[config.mk]
export PLATFORM = sky130hd
export DESIGN_NAME = mastermind_scorer
export DESIGN_NICKNAME = d
export VERILOG_FILES = /design/src/rtl/mastermind_scorer.sv
export SDC_FILE = /design/constraint.sdc
export NUM_CORES = 1
export LEC_CHECK = 0
export CAP_MARGIN = 15
export CORE_MARGIN = 5
export CORE_UTILIZATION = 55
export CTS_CLUSTER_DIAMETER = 80
export CTS_CLUSTER_SIZE = 10
export DETAILED_ROUTE_END_ITERATION = 12
export PLACE_DENSITY = 0.79
export SYNTH_ARGS = -nofsm -noshare
export SYNTH_HDL_FRONTEND = slang
export SYNTH_SLANG_ARGS = --single-unit
[constraint.sdc]
create_clock -name clk -period 5.8 [get_ports clk]
set_input_delay 0.58 -clock clk [delete_from_list [all_inputs] [get_ports clk]]
set_output_delay 0.58 -clock clk [all_outputs]
set_load 0.01 [all_outputs]
[src/rtl/mastermind_scorer.sv]
// Mastermind guess scorer: latches a 4-slot code, scores guesses, tracks win/lose.
// Optional SCORER_HINT_EN adds a per-slot exact-match hint_mask output.
module mastermind_scorer #(
    parameter int MAX_GUESSES = 10,
    parameter int CNT_W       = 4
) (
    input  logic             clk,
    input  logic             reset,
    input  logic             code_load,
    input  logic [1:0]       code3,
    input  logic [1:0]       code2,
    input  logic [1:0]       code1,
    input  logic [1:0]       code0,
    input  logic             guess_valid,
    input  logic [1:0]       guess3,
    input  logic [1:0]       guess2,
    input  logic [1:0]       guess1,
    input  logic [1:0]       guess0,
    output logic             ready,
    output logic             score_valid,
    output logic [2:0]       exact,
    output logic [2:0]       partial,
    output logic [CNT_W-1:0] guesses_used,
    output logic             win,
`ifdef SCORER_HINT_EN
    output logic [3:0]       hint_mask,
`endif
    output logic             lose
);

    typedef enum logic [2:0] {
        IDLE,
        ARMED,
        CMP,
        CNT,
        DONE
    } state_t;

    state_t           state_q;
    logic [3:0][1:0]  code_q;
    logic [3:0][1:0]  guess_q;
    logic [2:0]       cmp_exact_q;
    logic [2:0]       exact_q;
    logic [2:0]       partial_q;
    logic [CNT_W-1:0] used_q;
    logic             score_valid_q;
    logic             win_q;
    logic             lose_q;

    logic [3:0]       slot_eq;
    logic [2:0]       exact_d;
    logic [2:0]       partial_d;
    logic [2:0]       sum_min;
    logic [CNT_W-1:0] used_d;

`ifdef SCORER_HINT_EN
    logic [3:0] cmp_hint_q;
    logic [3:0] hint_q;
    assign hint_mask = hint_q;
`endif

    always_comb begin
        slot_eq = '0;
        exact_d = '0;
        sum_min = '0;
        for (int i = 0; i < 4; i++) begin
            slot_eq[i] = (guess_q[i] == code_q[i]);
            exact_d    = exact_d + {2'b00, slot_eq[i]};
        end
        // Colour matches regardless of position, then remove the exact ones
        for (int c = 0; c < 4; c++) begin : g_tally
            logic [2:0] nc;
            logic [2:0] ng;
            nc = '0;
            ng = '0;
            for (int i = 0; i < 4; i++) begin
                nc = nc + {2'b00, (code_q[i] == 2'(c))};
                ng = ng + {2'b00, (guess_q[i] == 2'(c))};
            end
            sum_min = sum_min + ((nc < ng) ? nc : ng);
        end
        partial_d = sum_min - cmp_exact_q;
        used_d    = (used_q == CNT_W'(MAX_GUESSES)) ? used_q : used_q + 1'b1;
    end

    always_ff @(posedge clk or negedge reset) begin
        if (!reset) begin
            state_q       <= IDLE;
            code_q        <= '0;
            guess_q       <= '0;
            cmp_exact_q   <= '0;
            exact_q       <= '0;
            partial_q     <= '0;
            used_q        <= '0;
            score_valid_q <= 1'b0;
            win_q         <= 1'b0;
            lose_q        <= 1'b0;
`ifdef SCORER_HINT_EN
            cmp_hint_q    <= '0;
            hint_q        <= '0;
`endif
        end else begin
            score_valid_q <= 1'b0;
            if (code_load) begin
                state_q   <= ARMED;
                code_q    <= {code3, code2, code1, code0};
                exact_q   <= '0;
                partial_q <= '0;
                used_q    <= '0;
                win_q     <= 1'b0;
                lose_q    <= 1'b0;
`ifdef SCORER_HINT_EN
                hint_q    <= '0;
`endif
            end else begin
                unique case (state_q)
                    IDLE: ;
                    ARMED: begin
                        if (guess_valid) begin
                            guess_q <= {guess3, guess2, guess1, guess0};
                            state_q <= CMP;
                        end
                    end
                    CMP: begin
                        cmp_exact_q <= exact_d;
`ifdef SCORER_HINT_EN
                        cmp_hint_q  <= slot_eq;
`endif
                        state_q     <= CNT;
                    end
                    CNT: begin
                        exact_q       <= cmp_exact_q;
                        partial_q     <= partial_d;
                        score_valid_q <= 1'b1;
                        used_q        <= used_d;
`ifdef SCORER_HINT_EN
                        hint_q        <= cmp_hint_q;
`endif
                        if (cmp_exact_q == 3'd4) begin
                            win_q   <= 1'b1;
                            state_q <= DONE;
                        end else if (used_d == CNT_W'(MAX_GUESSES)) begin
                            lose_q  <= 1'b1;
                            state_q <= DONE;
                        end else begin
                            state_q <= ARMED;
                        end
                    end
                    DONE: ;
                    default: state_q <= IDLE;
                endcase
            end
        end
    end

    assign ready        = (state_q == ARMED);
    assign score_valid  = score_valid_q;
    assign exact        = exact_q;
    assign partial      = partial_q;
    assign guesses_used = used_q;
    assign win          = win_q;
    assign lose         = lose_q;

endmodule

Yosys cells after proc, flatten, opt, wreduce, memory -nomap -nowiden. Index checks and enable logic that the tools add are counted.

Bits in read-only memories: 0. Flip-flop bits (word level): 35. Memories kept: 0. Input port bits: 20. Latch bits: 0. Output and inout port bits: 14. Logic and storage cells: 134. Memory bits (writable): 0.

Bitwise operators: 1. Divide/modulo/power cells: 0. Eq/ne operators: 38. Order comparisons: 4. Reduce and logical (&&, ||, !) cells: 18. Add/subtract/negate cells: 32. Multiplexer cells: 25. Multiply operators: 0. Shift operators: 0.

Operators by type and width (number): 3-bit 2-to-1 mux (12); 2-bit equality test (second input constant) (16); 2-bit by 1-bit adder with 3-bit output (9); 3-bit by 1-bit adder with 3-bit output (9); 1-bit by 1-bit adder with 2-bit output (9); 2-bit by 1-bit equality test with 1-bit output (second input constant) (8); 2-bit zero test (8); 3-bit less-than comparator (4); 4-bit 2-to-1 mux (3); 3-bit case mux with 4 select lines (1); 3-bit adder (3); 1-bit 2-to-1 mux (9); 2-bit equality test (4); 4-bit equality test (second input constant) (2); 3-bit by 2-bit equality test with 1-bit output (second input constant) (2); 3-bit equality test (second input constant) (2); 2-bit AND reduction (3); 3-bit AND reduction (2); 2-bit nonzero test (3); 4-bit by 1-bit adder with 4-bit output (second input constant) (1); 3-bit by 1-bit equality test with 1-bit output (second input constant) (1); 3-bit zero test (1); 3-bit != test (second input constant) (1); 3-bit subtractor (1); 4 further kinds (4).

Longest topological paths before layout.
Depth after elaboration: 12. Depth in mapped cells: 20. Mapped depth without buffers: 20.

Least setup slack after synthesis. OpenSTA, ideal clock, no wires.

Path kind: reg-to-reg. Start: reg code_q[1] (netlist name). End: reg partial_q[2], in the netlist partial[2]. Path buffers: 0. Required time: 5.706 ns. Library setup time: 0.094 ns. Stages on the path, launching flop included: 21. Arrival: 5.240 ns. Clock period less this slack: 5.334 ns. Setup slack: 0.466 ns. Path through: dfrtp_1 > or2_2 > fa_1 > inv_1 > ha_1 > ha_1 > ha_1 > a21o_1 > a21oi_1 > nor2_1 > a21oi_1 > fa_1 > fa_1 > inv_1 > fa_1 > ha_1 > xor2_1 > xnor2_1 > xnor2_1 > xnor3_1 > a211oi_1.

Word-level cells in the longest chain between the ends: 12. Elaborated cells on any way between the ends: 30. Those cells by class: add/sub (16); order compare (4); eq/ne (3); mux (6); reduce/logical (1).

Ends and longest elaborated chain: start: declaration (RTL line 40) `logic [3:0][1:0] code_q;`; start signal: assignment (RTL line 106) `code_q <= {code3, code2, code1, code0};`; 2-bit by 1-bit equality test with 1-bit output or 2-bit zero test (tied branches) (RTL line 77) `nc = nc + {2'b00, (code_q[i] == 2'(c))};`; 1-bit by 1-bit adder with 2-bit output (RTL line 77); 2-bit by 1-bit adder with 3-bit output (RTL line 77); 3-bit by 1-bit adder with 3-bit output (RTL line 77); 3-bit less-than comparator (RTL line 80) `sum_min = sum_min + ((nc < ng) ? nc : ng);`; 3-bit 2-to-1 mux (RTL line 80); 3-bit adder (2 in series) (RTL line 80); 3-bit adder (*) (RTL line 80); 3-bit subtractor (*) (RTL line 82) `partial_d = sum_min - cmp_exact_q;`; 3-bit 2-to-1 mux (*) (RTL line 116) `unique case (state_q)`; 3-bit 2-to-1 mux (*) (RTL line 104) `if (code_load) begin`; end signal: assignment (RTL line 133) `partial_q <= partial_d;`; end: declaration (RTL line 44) `logic [2:0] partial_q;`.

Mark *: on every way between the ends. The rest lies on a longest branch, timed or not. The select of a mux whose other input is x is not followed. A chain may end at the register's enable or synchronous reset.

Final worst setup path. Same ends and word-level chain as after synthesis.

==> impl_metrics.toml <==
[pwr]
peakVddDrop_mv = 0.2442
powerDensity_nw_per_um2 = 471.2
p_leak_nw = 1.487

[clock_network]
h-tree-depth = 2
clk_pin_slew_ns = 0.07
clk_latency_ns = 0.27
cts_tree = "yes"
numClockSinks = 35
postCtsSetupBuffers = 0
cts_buffer_depth = 2
root_buffer = "clkbuf_8"
cts-buffers-inserted = 5

[floorplanning]
core_um2 = 4755
ioPinCount = 34
rows = 25
chipWidth_um = 80.38
start_util = 0.5729
chipHeight_um = 80.38
die_area_um2 = 6460

[drt]
postRouteAntennaNets = 0
vias = 1936
vias_per_cell = 5.149
drtIter0Drc = 66
wire_per_inst_um = 13.92
routed_wl_mm = 5.235
drc = 0
firstDrtPassIters = 7

[logic_synthesis]
ys_seq_area_frac = 0.3215
syn_area_per_cell_um2 = 10.05
synth_seq_cells = 35
netlist_area_um2 = 2724
syn_nets = 335
syn_inst = 271
yosys_warnings = 0
ys_types = 32

[layout]
finish.net_count = 372
mostFrequentLayoutCells = "34 x dfrtp_1, 33 x clkdlybuf4s50_1, 30 x ha_1, 22 x inv_1, 22 x nand2_1"
area_growth_pct = 19.43
antenna_cells = 0
drive_above_1_share = 0.1133
final_common_cell = "dfrtp_1"

[grt]
grt_overflow = 0
grt_max_degree = 36
grt_pass1_vias = 1992
antenna_found_initial = 0
grt_pass1_wl_mm = 9.190
track_usage = 0.1822

[timing]
finalSetupViolCount = 0
worst_slack_ns = 0.3104
fin_crit_ns = 5.490
rsz0062_at_grt = "no"
worst_clock_skew_ns = 0.002372
finalHoldViolCount = 0
fmax_ghz = 0.1822
slew_headroom = 0.7126
setup_tns_ns = 0
worstMarginPinSlew_ns = 0.4298
final_max_slew_viol_count = 0
timing.final.crit_share = 0.9465

[critical_path]
critPathKind = "reg -> reg"
critPathRequiredTime_ns = 5.99
cp_max_fo = 6
cp-start-kind = "flop"
arrival_ns = 5.68
worst_setup_path_end_kind = "flop"

[job]
drv_cap = 0

[status]
status = "finished clean"

[placed_design]
place_ws_ns = 0.06392
place_congestion = 0.8580
hpwlAfterDp_mm = 4.252
io_buffer_count = 33

[min_path]
hp-class = "reg -> reg"
[logic make-up after synthesis]
kind of cell    share of synthesized area
simple gates                       0.1589
xor+xnor                          0.05971
flops                              0.3215
buf+inv                           0.03721
compound gates                    0.07625
fa+ha+maj                          0.2379
mux                                0.1084
[repair_timing]
item	4_1_cts	5_1_grt
hold buffers	0	0
endpoints found under the setup margin	0	1
gates resized for setup	0	7
hold endpoints to repair	0	0
[through the flow]
| step | std cells | instance area [µm²] | hold WS, ns | util | power [W] |
|---|---|---|---|---|---|
| finish | 376 | 3253 | 0.5001 | 0.6842 | 0.001533 |
| global route | 376 | 3253 | 0.5421 | 0.6842 | 0.001731 |
| CTS | 376 | 3216 | 0.5119 | 0.6763 | 0.001527 |
| detailed placement | 368 | 3134 | 0.4963 | 0.6592 | 0.001353 |
| global placement | 368 | 3134 | 0.4855 | 0.6592 | 0.001293 |
| floorplan | 271 | 2724 | 0.2844 | - | 0.001116 |
[path summary, 6_finish.rpt]
path | from | to | slack [ns] | cells after the start
min | win | win | 0.50 | 2
max in group asynchronous | reset | code_q[1] | 4.77 | 2
min in group asynchronous | reset | guess_q[7] | 0.71 | 2
max | code_q[1] | partial[2] | 0.31 | 20
max reg2reg | code_q[1] | partial[2] | 0.31 | 20
min reg2reg | win | win | 0.50 | 2
[cells in the mapped netlist]
master     n  area share
a21o_1     4       0.011
fa_1      13       0.096
a211oi_1   1      0.0028
or2_2      3      0.0069
a221o_1    1      0.0037
nor2b_1   13       0.030
nand2b_1  11       0.025
nand3_1    4      0.0073
o21ai_0    3      0.0055
nand2_2    1      0.0023
nor2_1    21       0.029
mux2_1     5       0.021
a21boi_0   1      0.0028
or3_1      2      0.0046
o21ai_1    1      0.0018
a21oi_1   22       0.040
inv_1     22       0.030
dfrtp_1   35        0.32
a311oi_2   1      0.0055
o211ai_1   1      0.0028
mux2_2    15       0.062
xnor2_1   10       0.032
mux2i_1    7       0.026
and2_1     6       0.014
clkbuf_1   5      0.0069
nand2_1   22       0.030
xor2_1     6       0.019
nor3b_2    1      0.0046
nor3_1     1      0.0018
ha_1      31        0.14
xnor3_1    1      0.0083
nand4b_1   1      0.0032
[sequential cells by signal (all words and copies together), names as in the netlist]
register	cells
state_q	3
guesses_used	4
score_valid	1
cmp_exact_q	3
lose	1
guess_q	8
partial	3
exact	3
win	1
code_q	8
[worst max-delay path, cell delays in order, from the launching register on]
cell      delay, ns
dfrtp_2        0.44
or2_2          0.32
fa_1           0.54
inv_1          0.05
ha_1           0.22
ha_4           0.23
ha_1           0.29
a21o_1         0.19
a21oi_4        0.19
nor2_1         0.07
a21oi_2        0.13
fa_1           0.45
fa_1           0.55
inv_1          0.06
fa_1           0.48
ha_1           0.22
xor2_1         0.20
xnor2_1        0.16
xnor2_1        0.15
xnor3_1        0.25
a211oi_2       0.21
[area by class of cell]
class,count,area (µm²)
flip-flops and latches,35,877.1
repair buffers,35,345.3
multi-input cells,209,1783
clock inverters,1,5.005
well taps,67,83.83
clock buffers,7,76.32
inverters,22,82.58
fillers,379,1501
[report_power, final]
part / switching [W] / internal, W
clock network: 0.0000808 / 0.0000842
registers: 0.0000484 / 0.000277
logic: 0.000515 / 0.000527
[layer usage]
layer | global-route usage | vias to the layer above | part of all wire
li1 | - | 977 | -
met1 | 0.2468 | 925 | 0.49
met2 | 0.3088 | 30 | 0.48
met3 | 0.03139 | 4 | 0.024
met4 | 0.03378 | 0 | 0.0063
met5 | 0 | - | 0
No activity file was read; power rests on OpenSTA's default activity.
